## config.mk

```make
export PLATFORM = sky130hd
export DESIGN_NAME = fp_status_unit
export DESIGN_NICKNAME = d
export VERILOG_FILES = /design/src/rtl/fp_status_unit.sv
export SDC_FILE = /design/constraint.sdc
export NUM_CORES = 1
export LEC_CHECK = 0
export ABC_AREA = 1
export BUFFER_PORTS_ARGS = -buffer_cell sky130_fd_sc_hd__buf_2
export CORE_AREA = 2 2 52 54
export DETAILED_ROUTE_END_ITERATION = 10
export DIE_AREA = 0 0 54 56
export HOLD_SLACK_MARGIN = 0.02
export PLACE_DENSITY = 0.78
export SYNTH_ARGS = -nofsm -noshare
export SYNTH_HDL_FRONTEND = slang
export SYNTH_SLANG_ARGS = --single-unit
```

## constraint.sdc

```tcl
create_clock -name clk -period 1.64 [get_ports clk]
set_input_delay 0.328 -clock clk [delete_from_list [all_inputs] [get_ports clk]]
set_output_delay 0.328 -clock clk [all_outputs]
set_load 0.005 [all_outputs]
```

## src/rtl/fp_status_unit.sv

```systemverilog
// rtl/fp_status_unit.sv - FP flag register, condition evaluator and sticky exception tracker.
// Optional feature macro: FP_STATUS_IRQ_EN (registered sticky interrupt).
module fp_status_unit #(
    parameter int TIMEOUT = 15
) (
    input  logic       clk,
    input  logic       reset,
    input  logic       flag_valid,
    output logic       flag_ready,
    input  logic       negative,
    input  logic       zero,
    input  logic       overflow,
    input  logic       cout,
    input  logic       inf,
    input  logic       subnormal,
    input  logic       nan,
    input  logic       cond_valid,
    output logic       cond_ready,
    input  logic [3:0] cond_code,
    output logic       result_valid,
    input  logic       result_ready,
    output logic       result,
    output logic       cond_err,
    output logic       timeout,
    output logic [3:0] sticky,
    input  logic       clear_sticky,
    input  logic [3:0] irq_mask,
    output logic       irq
);

    localparam int CW = (TIMEOUT > 1) ? $clog2(TIMEOUT + 1) : 1;

    typedef enum logic [1:0] {
        IDLE = 2'd0,
        EVAL = 2'd1,
        HOLD = 2'd2
    } state_t;

    state_t         state, state_n;
    logic   [6:0]   flags_q;
    logic   [6:0]   snap_q;
    logic   [3:0]   code_q;
    logic   [CW-1:0] cnt_q;
    logic           timeout_n;
    logic           flag_acc;
    logic           cond_acc;
    logic           expire;
    logic   [6:0]   flag_in;
    logic   [3:0]   exc_in;
    logic   [1:0]   eval_out;

    // Flag vector layout: {nan, subnormal, inf, cout, overflow, zero, negative}
    assign flag_in  = {nan, subnormal, inf, cout, overflow, zero, negative};
    assign exc_in   = {nan, subnormal, inf, overflow};

    assign flag_ready   = (state == IDLE);
    assign cond_ready   = (state == IDLE);
    assign result_valid = (state == HOLD);
    assign flag_acc     = flag_valid & flag_ready;
    assign cond_acc     = cond_valid & cond_ready;

    // Expires on the TIMEOUT-th HOLD cycle; cnt_q counts completed HOLD cycles.
    assign expire = (TIMEOUT > 0) && ((32'(cnt_q) + 32'd1) == TIMEOUT);

    function automatic logic [1:0] eval_cond(input logic [3:0] code, input logic [6:0] f);
        logic n, z, ov, cs, fi, sb, u;
        logic [1:0] r;
        {u, sb, fi, cs, ov, z, n} = f;
        r = 2'b00;
        case (code)
            4'h0: r[0] = z & ~u;
            4'h1: r[0] = ~z & ~u;
            4'h2: r[0] = n & ~u;
            4'h3: r[0] = (n | z) & ~u;
            4'h4: r[0] = ~n & ~z & ~u;
            4'h5: r[0] = ~n & ~u;
            4'h6: r[0] = u;
            4'h7: r[0] = ~u;
            4'h8: r[0] = fi;
            4'h9: r[0] = sb;
            4'hA: r[0] = ov;
            4'hB: r[0] = cs;
            4'hC: r[0] = 1'b1;
            4'hD: r[0] = 1'b0;
            default: r = 2'b10;
        endcase
        return r;
    endfunction

    assign eval_out = eval_cond(code_q, snap_q);

    always_comb begin
        state_n   = state;
        timeout_n = 1'b0;
        case (state)
            IDLE: if (cond_acc) state_n = EVAL;
            EVAL: state_n = HOLD;
            HOLD: begin
                if (result_ready) begin
                    state_n = IDLE;
                end else if (expire) begin
                    state_n   = IDLE;
                    timeout_n = 1'b1;
                end
            end
            default: state_n = IDLE;
        endcase
    end

    always_ff @(posedge clk) begin
        if (reset) begin
            state    <= IDLE;
            flags_q  <= '0;
            snap_q   <= '0;
            code_q   <= '0;
            cnt_q    <= '0;
            result   <= 1'b0;
            cond_err <= 1'b0;
            timeout  <= 1'b0;
            sticky   <= '0;
        end else begin
            state   <= state_n;
            timeout <= timeout_n;
            if (flag_acc) flags_q <= flag_in;
            // Snapshot pre-update flags so a same-cycle flag load is not seen by this query
            if (cond_acc) begin
                snap_q <= flags_q;
                code_q <= cond_code;
            end
            if (state == EVAL) begin
                result   <= eval_out[0];
                cond_err <= eval_out[1];
            end
            if (state == HOLD && state_n == HOLD) cnt_q <= cnt_q + 1'b1;
            else cnt_q <= '0;
            if (flag_acc) sticky <= (clear_sticky ? 4'b0000 : sticky) | exc_in;
            else if (clear_sticky) sticky <= 4'b0000;
        end
    end

`ifdef FP_STATUS_IRQ_EN
    always_ff @(posedge clk) begin
        if (reset) irq <= 1'b0;
        else irq <= |(sticky & irq_mask);
    end
`else
    logic unused_irq_mask;
    assign unused_irq_mask = ^irq_mask;
    assign irq = 1'b0;
`endif

endmodule

```

Yosys cells after proc, flatten, opt, wreduce, memory -nomap -nowiden. Cells that the tools add are included.

Register bits after elaboration: 31. Input bits: 21. Output and inout bits: 11. Word-level logic and storage cells: 59.

$add $sub $neg: 2. Eq/ne operators: 17. Muxes and demuxes: 9. Bitwise gates (word level): 16. Reduce and logical (&&, ||, !) cells: 6.

Operators by type and width (number): $eq 4x4->1 const B (6); $eq 4x3->1 const B (4); $reduce_or 14->1 (1); $pmux 1 s13 (1); $and 1x1->1 (9); $eq 4x2->1 const B (2); $mux 4 (2); $mux 2 (3); $pmux 2 s3 (1); $add 4x1->5 const B (1); $eq 5x4->1 const B (1); $not 1->1 (5); $add 4x1->4 const B (1); $eq 2x2->1 const B (2); $eq 4x1->1 const B (1); $logic_not 4->1 (1); $or 4x4->4 (1); $reduce_or 3->1 (1); $eq 2x1->1 const B (1); $logic_not 2->1 (1); $mux 1 (2); $reduce_or 2->1 (1); $logic_and 1x1->1 (1); $or 1x1->1 (1).

Longest topological paths before layout.
Depth in word-level cells: 9. Gate-level depth with buffers: 10. Gate-level depth less buffers: 10.

Worst setup path before layout. No wires, ideal clock.

Path type: register -> register. Start point: register cnt_q[0]. End point: register state[1]. Library setup time: 0.122 ns. Arrival time: 1.006 ns. Data required time: 1.518 ns. Path slack: 0.511 ns. Cell stages (with the launch flop): 6. Path buffers: 0. Clock period less this slack: 1.129 ns. Cell sequence: dfxtp_1 -> ha_1 -> xor2_1 -> a31oi_1 -> inv_1 -> o21ai_0.

Longest elaborated chain between the ends: 5.

Ends and longest elaborated chain: start, declared (RTL line 43) `logic [CW-1:0] cnt_q;`; start signal, assigned (RTL line 134) `if (state == HOLD && state_n == HOLD) cnt_q <= cnt_q + 1'b1;`; $add 4x1->5 (RTL line 63) `assign expire = (TIMEOUT > 0) && ((32'(cnt_q) + 32'd1) == TIMEOUT);`; $eq 5x4->1 (RTL line 63); $mux 2 (RTL line 101) `end else if (expire) begin`; $mux 2 (RTL line 99) `if (result_ready) begin`; $pmux 2 s3 (RTL line 95) `case (state)`; end signal, assigned (RTL line 122) `state <= state_n;`; end, declared (RTL line 39) `state_t state, state_n;`.

No other way between the ends. A chain may end at the register's enable or synchronous reset.

Worst setup path after layout.
Start point: register state[1]. End point: register code_q[1].

Longest elaborated chain between the ends: 2.

Ends and longest elaborated chain: $logic_not 2->1 (RTL line 57) `assign cond_ready = (state == IDLE);`; $and 1x1->1 (RTL line 60) `assign cond_acc = cond_valid & cond_ready;`; end signal, assigned (RTL line 128) `code_q <= cond_code;`; end, declared (RTL line 42) `logic [3:0] code_q;`.

No other way between the ends.

==> impl_metrics.ini <==
[sta]
setup-tns-final_ns = 0
fmax_mhz = 741.9
fin_worst_skew_ns = 0.007451
final-setup-viol-count = 0
hold_slack_ns = 0.2470
grt_setup_unrepaired = false
finalCritPeriodShare = 0.8219
drv_slew = 0
timing.slew.headroom = 0.6239
tightest_slew_ns = 0.5628
hold_viol_final = 0
post-route-min-period_ns = 1.348

[die]
die-area_um2 = 3024
die_x_um = 54
row_count = 18
start_util = 0.5252
fp.dieH_um = 56
io_pins = 32
core_um2 = 2432

[flow_run]
maxCapViolCount = 0

[placed_design]
place_inst = 225
dpl.hpwl_um = 1934
gp_congestion = 0.8181
port-buffer-count = 26
place_area_um2 = 1421

[clocking]
cts_buffers = 5
clockBufferDepth = 2
path_clk_slew_ns = 0.09
root_buffer = clkbuf_4
clk_latency_ns = 0.33
htree_levels = 2
cts_tree = done
hold_buffers = 0
postCtsSetupRepairBufs = 0
numClockSinks = 31
ctsResizeCount = 0

[route]
vias = 1192
routed.top_layer = met4
route.detailed.drc = 0
detail_route.wl_per_cell_um = 11.30
dr_wl_met2_um = 1226
drt_iter0_drc = 39
wl_met3_um = 210
post_drt_via_cell_ratio = 5.116
ant_nets = 0
first_pass_iters = 4
finalWirelength_um = 2633
wl_met1_um = 1169

[global_route]
grt-ovfl-total = 0
grt_pass1_wl_um = 4402
grt_pass1_vias = 1133
antenna_found_initial = 0
grt_use_total = 0.1959
grt_max_degree = 21

[worst_setup_path]
path_cells = nor2_2 > nand2_1 > o21ai_0 > a21oi_1
r2r_cells = 4
crit_type = flop to flop
crit_path_top_delay_cell = nand2_1
arrival_ns = 1.56
crit_family = simple AND/OR/NAND/NOR gates
rr_endpoint = code_q[1]
path_max_fanout = 20
end_kind = flop
r2r_setup_slack_ns = 0.29
critPathBufInv = 0
crit_required_ns = 1.85
crit-reg2reg-launch = state[1]
max_stage_delay_ns = 0.36
cp-start-kind = flop

[synthesis]
netlist_instances = 174
synth_area_um2 = 1277
syn_area_per_cell_um2 = 7.342
yosysSeqAreaShare = 0.4858
synth_cell_types = 20
syn_nets = 197
yosys_warnings = 0
ys_ff_latch = 31

[final_layout]
post-route-cell-area_um2 = 1490
final_cells = 233
layout_commonest_cell = nand2_1
area_delta_synth_final_pct = 16.65
nets = 225
antenna_cells = 0
drive_gt1_frac = 0.2069
layout_common_cells = 33 x nand2_1, 31 x dfxtp_1, 26 x buf_2
fillers = 242

[outcome]
status = complete, no violations

[power]
p_leak_uw = 0.0007218
ir_worst_vdd_v = 0.0007184
p_per_area_nw_per_um2 = 1040

[hold_path]
min_from = zero
min_to = flags_q[1]
whs_path_depth = 3
hold_path.class = primary input to flop
-- worst max path at each step --
stage / start / endpoint / slack, ns / cells after the start
after detailed placement: state[1] / code_q[1] / 0.28 / 4
after global placement: cond_valid / snap_q[2] / 0.33 / 5
after floorplan: cnt_q[0] / state[1] / 0.51 / 5
final: state[1] / code_q[1] / 0.29 / 4
after global routing: state[0] / code_q[0] / 0.07 / 4
after CTS: state[1] / code_q[1] / 0.27 / 4
-- where the power goes --
group	switching, uW	internal (uW)	leakage, uW
combinational	125	80.1	0.000429
clock	252	252	0.0000386
sequential	38.9	802	0.000255
-- per-stage QoR --
| stage | worst slack, ns | power, uW | util |
|---|---|---|---|
| 2_1_floorplan | 0.5115 | 996.3 | - |
| 3_3_place_gp | 0.3333 | 1051 | 0.5844 |
| 3_5_place_dp | 0.2827 | 1062 | 0.5844 |
| 4_1_cts | 0.2716 | 1563 | 0.6127 |
| 5_1_grt | 0.07447 | 1632 | 0.6127 |
| 6_report | 0.2921 | 1550 | 0.6127 |
-- routing by layer --
layer / track usage / up-vias
met4: 0.07500 / 0
met3: 0.08333 / 3
met5: 0 / -
li1: - / 608
met2: 0.3153 / 50
met1: 0.2237 / 531
-- cells by family (layout without fill, tap and decap cells) --
family / count (synthesis) / after routing / synth area share
AND/OR/NAND/NOR: 72 / 72 / 0.2292
AO/OA/AOI/OAI: 40 / 40 / 0.1655
other: 1 / 1 / 0.002935
buffers and inverters: 26 / 55 / 0.08324
flip-flops: 31 / 31 / 0.4858
adder cells (fa/ha/maj): 2 / 2 / 0.01959
XOR/XNOR: 2 / 2 / 0.01371
-- flip-flops by register name (all words and copies together), names as in the netlist --
register,count
result,1
sticky,4
timeout,1
snap_q,7
code_q,4
cnt_q,4
state,2
cond_err,1
flags_q,7
-- tightest hold or removal path, stage by stage --
cell,delay (ns)
buf_2,0.07
o21ai_0,0.07
nor2_1,0.08
-- cell usage after synthesis --
cell | count | area [um2]
nor2_1 | 25 | 93.84
xnor2_1 | 1 | 8.760
inv_1 | 18 | 67.56
a21oi_1 | 18 | 90.09
a21oi_2 | 1 | 8.760
ha_1 | 2 | 25.02
inv_2 | 2 | 7.510
a31oi_1 | 1 | 6.260
dfxtp_1 | 31 | 620.6
o21ai_0 | 18 | 90.09
xor2_1 | 1 | 8.760
conb_1 | 1 | 3.750
o21ai_2 | 1 | 8.760
nand2_1 | 33 | 123.9
nor2_2 | 4 | 25.02
o211ai_1 | 1 | 7.510
nand3_1 | 10 | 50.05
clkbuf_1 | 3 | 11.26
buf_4 | 2 | 15.01
clkbuf_2 | 1 | 5.000
-- final cells by class --
cell class / instances / area [um2] / area share
multi-input cells: 117 / 550.5 / 0.3694
well taps: 30 / 37.54 / 0.02519
inverters: 20 / 75.07 / 0.05038
repair buffers: 27 / 137.6 / 0.09236
flip-flops and latches: 31 / 620.6 / 0.4165
clock buffers: 8 / 68.82 / 0.04618
(Power assumes the default switching activity.)
